**src/rtl/keypad_scan_debounce.sv**
```systemverilog
// 4x4 matrix keypad front end: column scan, row sync, press/release debounce.
// Emits one key_valid pulse per accepted press; key_held spans press to release.
module keypad_scan_debounce #(
    parameter int SCAN_DIV     = 27000,
    parameter int DEBOUNCE_CYC = 540000
) (
    input  logic       clk,
    input  logic       rst,
    output logic [3:0] columnas,
    input  logic [3:0] filas,
    output logic [3:0] key_code,
    output logic       key_valid,
    output logic       key_held
);

    localparam int SW = $clog2(SCAN_DIV);
    localparam int DW = $clog2(DEBOUNCE_CYC + 1);
    localparam logic [SW-1:0] SCAN_LAST = SW'(SCAN_DIV - 1);
    localparam logic [DW-1:0] DEB_LAST  = DW'(DEBOUNCE_CYC - 1);

    typedef enum logic [1:0] {
        SCAN,
        DEBOUNCE,
        PRESSED,
        RELEASE
    } state_t;

    state_t        state;
    logic [3:0]    rows_m;
    logic [3:0]    rows_s;
    logic [1:0]    col_idx;
    logic [1:0]    row_idx;
    logic [SW-1:0] scan_cnt;
    logic [DW-1:0] deb_cnt;
    logic [1:0]    low_row;
    logic          any_low;
    logic          row_low;

    function automatic logic [3:0] key_map(input logic [1:0] r,
                                           input logic [1:0] c);
        logic [3:0] code;
        code = 4'h0;
        unique case ({r, c})
            4'b0000: code = 4'h1;
            4'b0001: code = 4'h2;
            4'b0010: code = 4'h3;
            4'b0011: code = 4'hA;
            4'b0100: code = 4'h4;
            4'b0101: code = 4'h5;
            4'b0110: code = 4'h6;
            4'b0111: code = 4'hB;
            4'b1000: code = 4'h7;
            4'b1001: code = 4'h8;
            4'b1010: code = 4'h9;
            4'b1011: code = 4'hC;
            4'b1100: code = 4'hE;
            4'b1101: code = 4'h0;
            4'b1110: code = 4'hF;
            4'b1111: code = 4'hD;
            default: code = 4'h0;
        endcase
        return code;
    endfunction

    // Lowest-index low row wins when several rows are closed.
    always_comb begin
        low_row = 2'd0;
        for (int i = 3; i >= 0; i--) begin
            if (!rows_s[i]) low_row = 2'(i);
        end
    end

    assign any_low = ~&rows_s;
    assign row_low = ~rows_s[row_idx];

    always_ff @(posedge clk or negedge rst) begin
        if (!rst) begin
            state     <= SCAN;
            rows_m    <= 4'b1111;
            rows_s    <= 4'b1111;
            col_idx   <= 2'd0;
            row_idx   <= 2'd0;
            scan_cnt  <= '0;
            deb_cnt   <= '0;
            columnas  <= 4'b1110;
            key_code  <= 4'h0;
            key_valid <= 1'b0;
            key_held  <= 1'b0;
        end else begin
            rows_m    <= filas;
            rows_s    <= rows_m;
            key_valid <= 1'b0;
            unique case (state)
                SCAN: begin
                    if (scan_cnt == SCAN_LAST) begin
                        if (any_low) begin
                            row_idx <= low_row;
                            deb_cnt <= '0;
                            state   <= DEBOUNCE;
                        end else begin
                            scan_cnt <= '0;
                            col_idx  <= col_idx + 2'd1;
                            columnas <= {columnas[2:0], columnas[3]};
                        end
                    end else begin
                        scan_cnt <= scan_cnt + SW'(1);
                    end
                end
                DEBOUNCE: begin
                    if (row_low) begin
                        if (deb_cnt == DEB_LAST) begin
                            key_code  <= key_map(row_idx, col_idx);
                            key_valid <= 1'b1;
                            key_held  <= 1'b1;
                            state     <= PRESSED;
                        end else begin
                            deb_cnt <= deb_cnt + DW'(1);
                        end
                    end else begin
                        // Glitch: abandon and move on to the next column.
                        state    <= SCAN;
                        scan_cnt <= '0;
                        col_idx  <= col_idx + 2'd1;
                        columnas <= {columnas[2:0], columnas[3]};
                    end
                end
                PRESSED: begin
                    if (!row_low) begin
                        deb_cnt <= '0;
                        state   <= RELEASE;
                    end
                end
                RELEASE: begin
                    if (row_low) begin
                        deb_cnt <= '0;
                    end else if (deb_cnt == DEB_LAST) begin
                        key_held <= 1'b0;
                        state    <= SCAN;
                        scan_cnt <= '0;
                        col_idx  <= col_idx + 2'd1;
                        columnas <= {columnas[2:0], columnas[3]};
                    end else begin
                        deb_cnt <= deb_cnt + DW'(1);
                    end
                end
                default: state <= SCAN;
            endcase
        end
    end

endmodule

```
**config.mk**
```make
export PLATFORM = sky130hd
export DESIGN_NAME = keypad_scan_debounce
export DESIGN_NICKNAME = d
export VERILOG_FILES = /design/src/rtl/keypad_scan_debounce.sv
export SDC_FILE = /design/constraint.sdc
export NUM_CORES = 1
export LEC_CHECK = 0
export CAP_MARGIN = 20
export CORE_MARGIN = 2
export CORE_UTILIZATION = 51
export DETAILED_ROUTE_END_ITERATION = 10
export GPL_TIMING_DRIVEN = 0
export PLACE_DENSITY_LB_ADDON = 0.25
export SLEW_MARGIN = 25
export SYNTH_ARGS = -nofsm -noshare
export SYNTH_HDL_FRONTEND = slang
export SYNTH_SLANG_ARGS = --single-unit
```
**constraint.sdc**
```tcl
create_clock -name clk -period 2.8 [get_ports clk]
set_clock_uncertainty 0.15 [all_clocks]
set_input_delay 0.28 -clock clk [delete_from_list [all_inputs] [get_ports clk]]
set_output_delay 0.28 -clock clk [all_outputs]
set_load 0.01 [all_outputs]
```
==> results of run 1 <==
synthesized netlist by cell type (6+ instances only):
| cell | count |
|---|---|
| nand3_1 | 18 |
| dfstp_2 | 11 |
| and2_1 | 6 |
| and3_1 | 9 |
| a21oi_1 | 17 |
| buf_2 | 6 |
| nand2_1 | 33 |
| xor2_1 | 7 |
| or3_1 | 8 |
| ha_1 | 6 |
| o21ai_0 | 33 |
| inv_1 | 9 |
| nor2_1 | 28 |
| dfrtp_1 | 48 |
| nor3_1 | 7 |
| nand4_1 | 14 |
metal layers:
metal  vias up  track usage
met5         -            0
met3        11       0.0522
met2        61        0.329
li1       1239            -
met1      1171        0.305
met4         0       0.0763
registers in the layout, indices dropped and copies added (netlist names), named ones only:
signal,count
key_held,1
key_valid,1
key_code,4
row_idx,2
deb_cnt,20
columnas,4
rows_s,4
rows_m,4
state,1
scan_cnt,15
col_idx,2
worst max-delay path, delay by kind of cell, from the launching register on:
| family | cells | cell delay (ps) |
|---|---|---|
| compound gates | 4 | 1110 |
| flops | 1 | 400 |
| simple gates | 1 | 340 |
| buf+inv | 1 | 260 |
| fa+ha+maj | 1 | 210 |
kinds of logic after synthesis:
kind of cell               Yosys count  share of synthesized area
AOI/OAI and AO/OA                   78                      0.153
and+or+nand+nor                    139                      0.234
xor gates and xnor gates             9                     0.0258
muxes                               10                     0.0431
buffers and inverters               21                     0.0308
DFF                                 59                      0.489
adders and majority gates            6                     0.0246
power breakdown:
part	internal (W)	switching (W)
Combinational	0.0000132	0.0000236
Clock	0.000598	0.000370
Sequential	0.000863	0.00000380
Total	0.00147	0.000397
per-stage QoR:
stage / utilization / setup TNS, ps / cell area [um2] / hold WS (ps)
4_1_cts: 0.611 / 0 / 3580 / 195
2_1_floorplan: - / 0 / 3050 / -166
6_report: 0.614 / 0 / 3590 / 194
3_5_place_dp: 0.566 / -11.2 / 3310 / 54.8
5_1_grt: 0.614 / -125 / 3590 / 188
3_3_place_gp: 0.563 / -26350 / 3290 / 196
layout make-up:
| cell class | instances | area (um2) | share of cell area |
|---|---|---|---|
| plain buffers | 12 | 61.3 | 0.0171 |
| repair buffers | 17 | 178 | 0.0495 |
| flip-flops and latches | 59 | 1490 | 0.415 |
| well taps | 75 | 93.8 | 0.0261 |
| multi-input cells | 242 | 1480 | 0.413 |
| clock buffers | 9 | 124 | 0.0345 |
| clock inverters | 7 | 125 | 0.0349 |
| inverters | 9 | 33.8 | 0.00941 |
repair_timing:
item | CTS | global route
hold endpoints to repair | 23 | 0
endpoints found under the setup margin | 1 | 29
gates cloned | 0 | 0
hold buffers | 1 | 0
resized for setup | 1 | 4
worst min path at each step:
| stage | to | slack, ps | cells after the start |
|---|---|---|---|
| CTS | rows_s[3] | 190 | 0 |
| floorplan | async pin | -170 | 0 |
| global placement | rows_s[1] | 200 | 0 |
| global route | rows_m[1] | 190 | 1 |
| detailed placement | col_idx[0] | 50 | 1 |
| finish | rows_s[3] | 190 | 0 |
==> metrics.txt, run 1 <==
# TYPE chip_impl_metric gauge
chip_impl_info{name="result_of_the_run",value="finished clean"} 1
chip_impl_metric{name="met2RoutedLength",unit="um"} 2910
chip_impl_metric{name="worst_ir_drop_vdd",unit="mV"} 0.367
chip_impl_metric{name="mappedNetlistArea",unit="um2"} 3050
chip_impl_info{name="type_of_the_worst_setup_path",value="reg2reg"} 1
chip_impl_metric{name="height_of_the_die",unit="um"} 81.3
chip_impl_info{name="timing.hold.worst.start",value="rows_m[3]"} 1
chip_impl_metric{name="timing.critical_path.arrival",unit="ps"} 2660
chip_impl_info{name="crit_start",value="deb_cnt[0]"} 1
chip_impl_metric{name="cts-buffers-inserted",unit=""} 9
chip_impl_info{name="tritoncts_clock_tree",value="yes"} 1
chip_impl_metric{name="syn_inst",unit=""} 322
chip_impl_metric{name="number_of_max_slew_violations_in_the_final_report",unit=""} 0
chip_impl_metric{name="number_of_synthesized_flops_with_an_enable_pin",unit=""} 0
chip_impl_info{name="crit_path_cell_trace",value="ha_1 -> nand4_1 -> o41ai_2 -> a21oi_1 -> buf_2 -> o21ai_0 -> o21ai_0"} 1
chip_impl_info{name="most_common_cell_after_layout_fill_and_taps_aside",value="dfrtp_1"} 1
chip_impl_metric{name="drt_iter0_markers",unit=""} 185
chip_impl_info{name="highest_delay_cell_along_the_critical_path",value="o41ai_2"} 1
chip_impl_info{name="critPathCapture",value="scan_cnt[14]"} 1
chip_impl_metric{name="antenna_cells",unit=""} 0
chip_impl_metric{name="synth_seq_area_share",unit=""} 0.489
chip_impl_metric{name="slew_headroom",unit=""} 0.566
chip_impl_metric{name="period_needed",unit="ps"} 2600
chip_impl_metric{name="layout.cells.non_filler",unit=""} 430
chip_impl_info{name="timing.critical_path.mode_cell",value="o21ai_0"} 1
chip_impl_info{name="r2r-start",value="deb_cnt[0]"} 1
chip_impl_metric{name="floorplan.io_pins",unit=""} 16
chip_impl_metric{name="hold_violations",unit=""} 0
chip_impl_metric{name="critPathRequiredTime",unit="ps"} 2860
chip_impl_metric{name="buffer_ports.inserted",unit=""} 15
chip_impl_metric{name="hpwl",unit="um"} 4370
chip_impl_metric{name="routed_wirelength_normalized_by_instance_count",unit="um"} 14.8
chip_impl_info{name="synth.largest_area_cell",value="dfrtp_1"} 1
chip_impl_metric{name="netlist-cell-type-count",unit=""} 45
chip_impl_info{name="min_path_type",value="reg2reg"} 1
chip_impl_metric{name="power_per_cell_area",unit="nW/um2"} 521
chip_impl_info{name="r2r-end",value="scan_cnt[14]"} 1
chip_impl_metric{name="synthesis.nets",unit=""} 334
chip_impl_metric{name="detailedPlace.worstSlack",unit="ps"} -11.2
chip_impl_metric{name="final.period_utilization",unit=""} 0.928
chip_impl_metric{name="die-area",unit="um2"} 6620
chip_impl_metric{name="drt-total-wl",unit="um"} 6380
chip_impl_metric{name="nFillCells",unit=""} 482
chip_impl_metric{name="die_width",unit="um"} 81.3
chip_impl_metric{name="setup_viol",unit=""} 0
chip_impl_info{name="top_layer",value="met4"} 1
chip_impl_metric{name="post-synth-top-area-fraction",unit=""} 0.394
chip_impl_metric{name="leakage",unit="nW"} 1.50
chip_impl_metric{name="numClockSinks",unit=""} 59
chip_impl_metric{name="nNetsFinal",unit=""} 362
chip_impl_metric{name="worst_slew_pin_slew",unit="ps"} 645
chip_impl_metric{name="clock_pin_slew_reported_for_the_worst_setup_and_hold_paths_after_clock_tree_synthesis",unit="ps"} 80
chip_impl_metric{name="postSynthRegisterBits",unit=""} 59
chip_impl_info{name="leading_cell_types_in_the_layout_fill_and_taps_excluded",value="dfrtp_1 (48), nand2_1 (33), o21ai_0 (33)"} 1
chip_impl_metric{name="critical_path_peak_fanout",unit=""} 10
chip_impl_metric{name="worst-r2r-cell-count",unit=""} 7
chip_impl_metric{name="vias",unit=""} 2482
chip_impl_metric{name="route.detailed.vias_per_inst",unit=""} 5.77
chip_impl_metric{name="detailroute.wirelength.met3",unit="um"} 276
chip_impl_metric{name="router_iterations_before_antenna_repair",unit=""} 4
chip_impl_metric{name="synthesis.area_per_instance",unit="um2"} 9.47
chip_impl_info{name="critPathLaunchType",value="flip-flop"} 1
chip_impl_metric{name="cts_buffer_depth",unit=""} 2
chip_impl_metric{name="grt_pass1_vias",unit=""} 2332
chip_impl_info{name="grt_setup_unrepaired",value="true"} 1
chip_impl_metric{name="drv_cap",unit=""} 0
chip_impl_metric{name="clkLatencyLatePin",unit="ps"} 340
chip_impl_info{name="ys.flop_type",value="dfrtp_1"} 1
chip_impl_info{name="crit_path_end_kind",value="flip-flop"} 1
chip_impl_metric{name="max_stage_delay",unit="ps"} 530
chip_impl_metric{name="design_power_total",unit="W"} 0.00187
chip_impl_metric{name="ant_nets",unit=""} 0
chip_impl_metric{name="grt_use_total",unit=""} 0.217
chip_impl_metric{name="postLayoutSetupSlackWorst",unit="ps"} 201
chip_impl_metric{name="post_cts_setup_buffer_count",unit=""} 0
chip_impl_metric{name="grt_antenna_before_repair",unit=""} 0
chip_impl_metric{name="timing.fmax",unit="MHz"} 385
chip_impl_metric{name="layout-area-overhead-vs-synth",unit="%"} 17.7
chip_impl_metric{name="post_route_cells_drive_above_1_share",unit=""} 0.138
chip_impl_metric{name="r2r_setup_slack",unit="ps"} 200
chip_impl_metric{name="core-area",unit="um2"} 5850
chip_impl_metric{name="synthArstFlopShare",unit=""} 1.00
chip_impl_metric{name="ys.warnings.count",unit=""} 0
chip_impl_metric{name="placement_rows",unit=""} 28
chip_impl_metric{name="htreeDepth",unit=""} 3
chip_impl_metric{name="starting_utilization_of_the_core_area",unit=""} 0.521
chip_impl_info{name="synthTopCellsByArea",value="dfrtp_1 (39%), dfstp_2 (9.5%), o21ai_0 (5.4%)"} 1
chip_impl_metric{name="numPlacedInstances",unit=""} 413
chip_impl_metric{name="grt-ovfl-total",unit=""} 0
chip_impl_info{name="clock-root-buffer",value="clkbuf_8"} 1
chip_impl_metric{name="grt_max_degree",unit=""} 37
chip_impl_metric{name="gp_congestion",unit=""} 0.809
chip_impl_metric{name="remaining_drc_errors",unit=""} 0
chip_impl_metric{name="wl_met1",unit="um"} 3090
chip_impl_metric{name="grt_pass1_wl",unit="um"} 11000
(Power assumes the default switching activity.)
==> run 2: changes to the inputs <==
Settings changed: CORE_ASPECT_RATIO from default to 0.9, CTS_CLUSTER_SIZE from default to 28, SLEW_MARGIN 25 to 10.
==> metrics.txt, run 2 (synthesis gave the netlist of run 1 again) <==
# TYPE chip_impl_metric gauge
chip_impl_metric{name="numClockSinks",unit=""} 59
chip_impl_metric{name="layout-area-overhead-vs-synth",unit="%"} 14.6
chip_impl_info{name="result_of_the_run",value="finished clean"} 1
chip_impl_metric{name="timing.critical_path.arrival",unit="ps"} 2700
chip_impl_metric{name="period_needed",unit="ps"} 2600
chip_impl_metric{name="remaining_drc_errors",unit=""} 0
chip_impl_metric{name="grt_pass1_vias",unit=""} 2412
chip_impl_metric{name="drt-total-wl",unit="um"} 6350
chip_impl_metric{name="postLayoutSetupSlackWorst",unit="ps"} 198
chip_impl_metric{name="timing.fmax",unit="MHz"} 384
chip_impl_info{name="r2r-end",value="scan_cnt[12]"} 1
chip_impl_metric{name="placed_cell_area",unit="um2"} 3290
chip_impl_metric{name="layout.cells.non_filler",unit=""} 424
chip_impl_metric{name="grt_use_total",unit=""} 0.212
chip_impl_metric{name="final_cell_area",unit="um2"} 3500
chip_impl_info{name="top_regs",value="deb_cnt: 20 flops, scan_cnt: 15 flops"} 1
chip_impl_metric{name="number_of_max_slew_violations_in_the_final_report",unit=""} 0
chip_impl_metric{name="vias",unit=""} 2522
chip_impl_info{name="min_path_type",value="in2reg"} 1
chip_impl_metric{name="hpwl",unit="um"} 4210
chip_impl_metric{name="clock_pin_slew_reported_for_the_worst_setup_and_hold_paths_after_clock_tree_synthesis",unit="ps"} 60
chip_impl_metric{name="nFillCells",unit=""} 477
chip_impl_metric{name="height_of_the_die",unit="um"} 77.4
chip_impl_metric{name="share_clk_of_total_power",unit=""} 0.440
chip_impl_metric{name="buffer_ports.inserted",unit=""} 15
chip_impl_metric{name="grt_max_degree",unit=""} 60
chip_impl_metric{name="post_route_cells_drive_above_1_share",unit=""} 0.127
chip_impl_metric{name="final.period_utilization",unit=""} 0.929
chip_impl_metric{name="router_iterations_before_antenna_repair",unit=""} 4
chip_impl_metric{name="met2RoutedLength",unit="um"} 2970
chip_impl_metric{name="nNetsFinal",unit=""} 361
chip_impl_metric{name="slew_headroom",unit=""} 0.516
chip_impl_metric{name="seqPwrFrac",unit=""} 0.540
chip_impl_metric{name="routed_wirelength_normalized_by_instance_count",unit="um"} 15.0
chip_impl_metric{name="critPathRequiredTime",unit="ps"} 2900
chip_impl_metric{name="detailroute.wirelength.met3",unit="um"} 310
chip_impl_metric{name="detailedPlace.worstSlack",unit="ps"} 36.2
chip_impl_metric{name="critical_path_peak_fanout",unit=""} 10
chip_impl_metric{name="core-area",unit="um2"} 5730
chip_impl_metric{name="ant_nets",unit=""} 0
chip_impl_metric{name="numPlacedInstances",unit=""} 407
chip_impl_metric{name="timing.hold.worst_path_depth",unit=""} 1
chip_impl_metric{name="placement_rows",unit=""} 26
chip_impl_info{name="critPathLaunchType",value="flip-flop"} 1
chip_impl_info{name="r2r-start",value="scan_cnt[12]"} 1
chip_impl_metric{name="grt-ovfl-total",unit=""} 0
chip_impl_metric{name="worst-r2r-cell-count",unit=""} 8
chip_impl_info{name="crit_path_cell_trace",value="nor4b_1 -> and4b_1 -> buf_2 -> a21oi_1 -> a21oi_1 -> buf_2 -> o21ai_0 -> o31ai_1"} 1
chip_impl_metric{name="htreeDepth",unit=""} 3
chip_impl_metric{name="clkLatencyLatePin",unit="ps"} 340
chip_impl_metric{name="gp_congestion",unit=""} 0.823
chip_impl_metric{name="die_width",unit="um"} 85.5
chip_impl_metric{name="die-area",unit="um2"} 6620
chip_impl_metric{name="setup_viol",unit=""} 0
chip_impl_metric{name="route.detailed.vias_per_inst",unit=""} 5.95
chip_impl_metric{name="power_per_cell_area",unit="nW/um2"} 460
chip_impl_metric{name="p_comb_frac",unit=""} 0.020
chip_impl_metric{name="drt_iter0_markers",unit=""} 201
chip_impl_info{name="type_of_the_worst_setup_path",value="reg2reg"} 1
chip_impl_metric{name="grt_antenna_before_repair",unit=""} 0
chip_impl_metric{name="max_stage_delay",unit="ps"} 460
chip_impl_metric{name="antenna_cells",unit=""} 0
chip_impl_info{name="leading_cell_types_in_the_layout_fill_and_taps_excluded",value="dfrtp_1 (48), nand2_1 (33), o21ai_0 (33)"} 1
chip_impl_metric{name="wl_met1",unit="um"} 3000
chip_impl_info{name="timing.hold.worst.start",value="filas[2]"} 1
chip_impl_info{name="most_common_cell_after_layout_fill_and_taps_aside",value="dfrtp_1"} 1
chip_impl_metric{name="hold_violations",unit=""} 0
chip_impl_metric{name="starting_utilization_of_the_core_area",unit=""} 0.533
chip_impl_info{name="crit_path_end_kind",value="flip-flop"} 1
chip_impl_metric{name="leakage",unit="nW"} 1.47
chip_impl_metric{name="r2r_setup_slack",unit="ps"} 200
chip_impl_info{name="tritoncts_clock_tree",value="yes"} 1
chip_impl_info{name="regMostFlops",value="deb_cnt"} 1
chip_impl_info{name="top_layer",value="met4"} 1
chip_impl_metric{name="worst_ir_drop_vdd",unit="mV"} 0.293
chip_impl_info{name="highest_delay_cell_along_the_critical_path",value="dfrtp_1"} 1
chip_impl_metric{name="largest_reg_flops",unit=""} 20
chip_impl_metric{name="floorplan.io_pins",unit=""} 16
chip_impl_metric{name="cts-buffers-inserted",unit=""} 9
chip_impl_metric{name="switching_power",unit="W"} 0.000341
chip_impl_metric{name="cts_buffer_depth",unit=""} 2
chip_impl_info{name="holdPathEnd",value="rows_m[2]"} 1
chip_impl_info{name="grt_setup_unrepaired",value="false"} 1
chip_impl_metric{name="swShare",unit=""} 0.212
chip_impl_metric{name="drv_cap",unit=""} 0
chip_impl_metric{name="grt_pass1_wl",unit="um"} 11000
chip_impl_metric{name="worst_slew_pin_slew",unit="ps"} 726
chip_impl_metric{name="p_int",unit="W"} 0.00127
chip_impl_info{name="clock-root-buffer",value="clkbuf_8"} 1
-- run 2: cell types whose count changed in the layout (fill, tap and decap cells not counted), sizes merged --
| cell | delta |
|---|---|
| bufinv | -3 |
| inv | -1 |
| clkbuf | +6 |
| clkinv | -1 |
| buf | -2 |
-- run 2: timing repair --
item	4_1_cts	5_1_grt
hold endpoints to repair	48	0
resized for setup	0	5
setup endpoints to repair	0	12
buffers inserted	0	0
hold buffers	1	0
-- run 2: power by group through the flow --
stage | sequential [W] | clock, W | combinational [W]
2_1_floorplan | 0.000881 | 0 | 0.00000815
3_5_place_dp | 0.000883 | 0 | 0.0000328
4_1_cts | 0.000868 | 0.000727 | 0.0000341
5_1_grt | 0.000868 | 0.000770 | 0.0000377
3_3_place_gp | 0.000882 | 0 | 0.0000332
6_report | 0.000868 | 0.000706 | 0.0000327
-- run 2: stage by stage --
stage,hold slack [ps],setup TNS (ps),power (W),utilization
after floorplan,-166,0,0.000890,-
after global placement,196,-26220,0.000916,0.574
after detailed placement,197,0,0.000915,0.574
after CTS,185,0,0.00163,0.608
after global routing,187,0,0.00167,0.611
final,194,0,0.00161,0.611
-- run 2: cell type report --
cell class / count / area (um2) / area share
sequential: 59 / 1490 / 0.426
timing repair buffer: 16 / 158 / 0.0451
clock inverter: 2 / 10.0 / 0.00286
multi-input combinational: 242 / 1480 / 0.423
clock buffer: 14 / 173 / 0.0494
buffer: 12 / 63.8 / 0.0183
inverter: 9 / 33.8 / 0.00966
tap: 70 / 87.6 / 0.0251
-- run 2: per-layer routing --
layer  GRT usage  up-vias
met5           0        -
met4      0.0698        0
met3      0.0734        7
met2       0.317       62
met1       0.289     1218
li1            -     1235
-- run 2: worst max path at each step --
stage | cells past startpoint | end | startpoint
after floorplan | 6 | key_code[1] | deb_cnt[0]
after global placement | 1 | deb_cnt[2] | rst
after detailed placement | 6 | key_code[1] | deb_cnt[0]
after CTS | 6 | key_code[1] | deb_cnt[0]
after global routing | 8 | scan_cnt[14] | scan_cnt[12]
final | 8 | scan_cnt[12] | scan_cnt[12]
-- run 2: worst max-delay path, delay by kind of cell (launching register included) --
family,cells,cell delay (ps)
AND/OR/NAND/NOR,2,580
buffers and inverters,2,510
AO/OA/AOI/OAI,4,800
flip-flops,1,460
==> run 3: changes to the inputs <==
Settings changed: ABC_CLOCK_PERIOD_IN_PS from default to 2800.
==> results of run 3 <==
No change in the layout: final DEF, timing and power equal those of run 2.
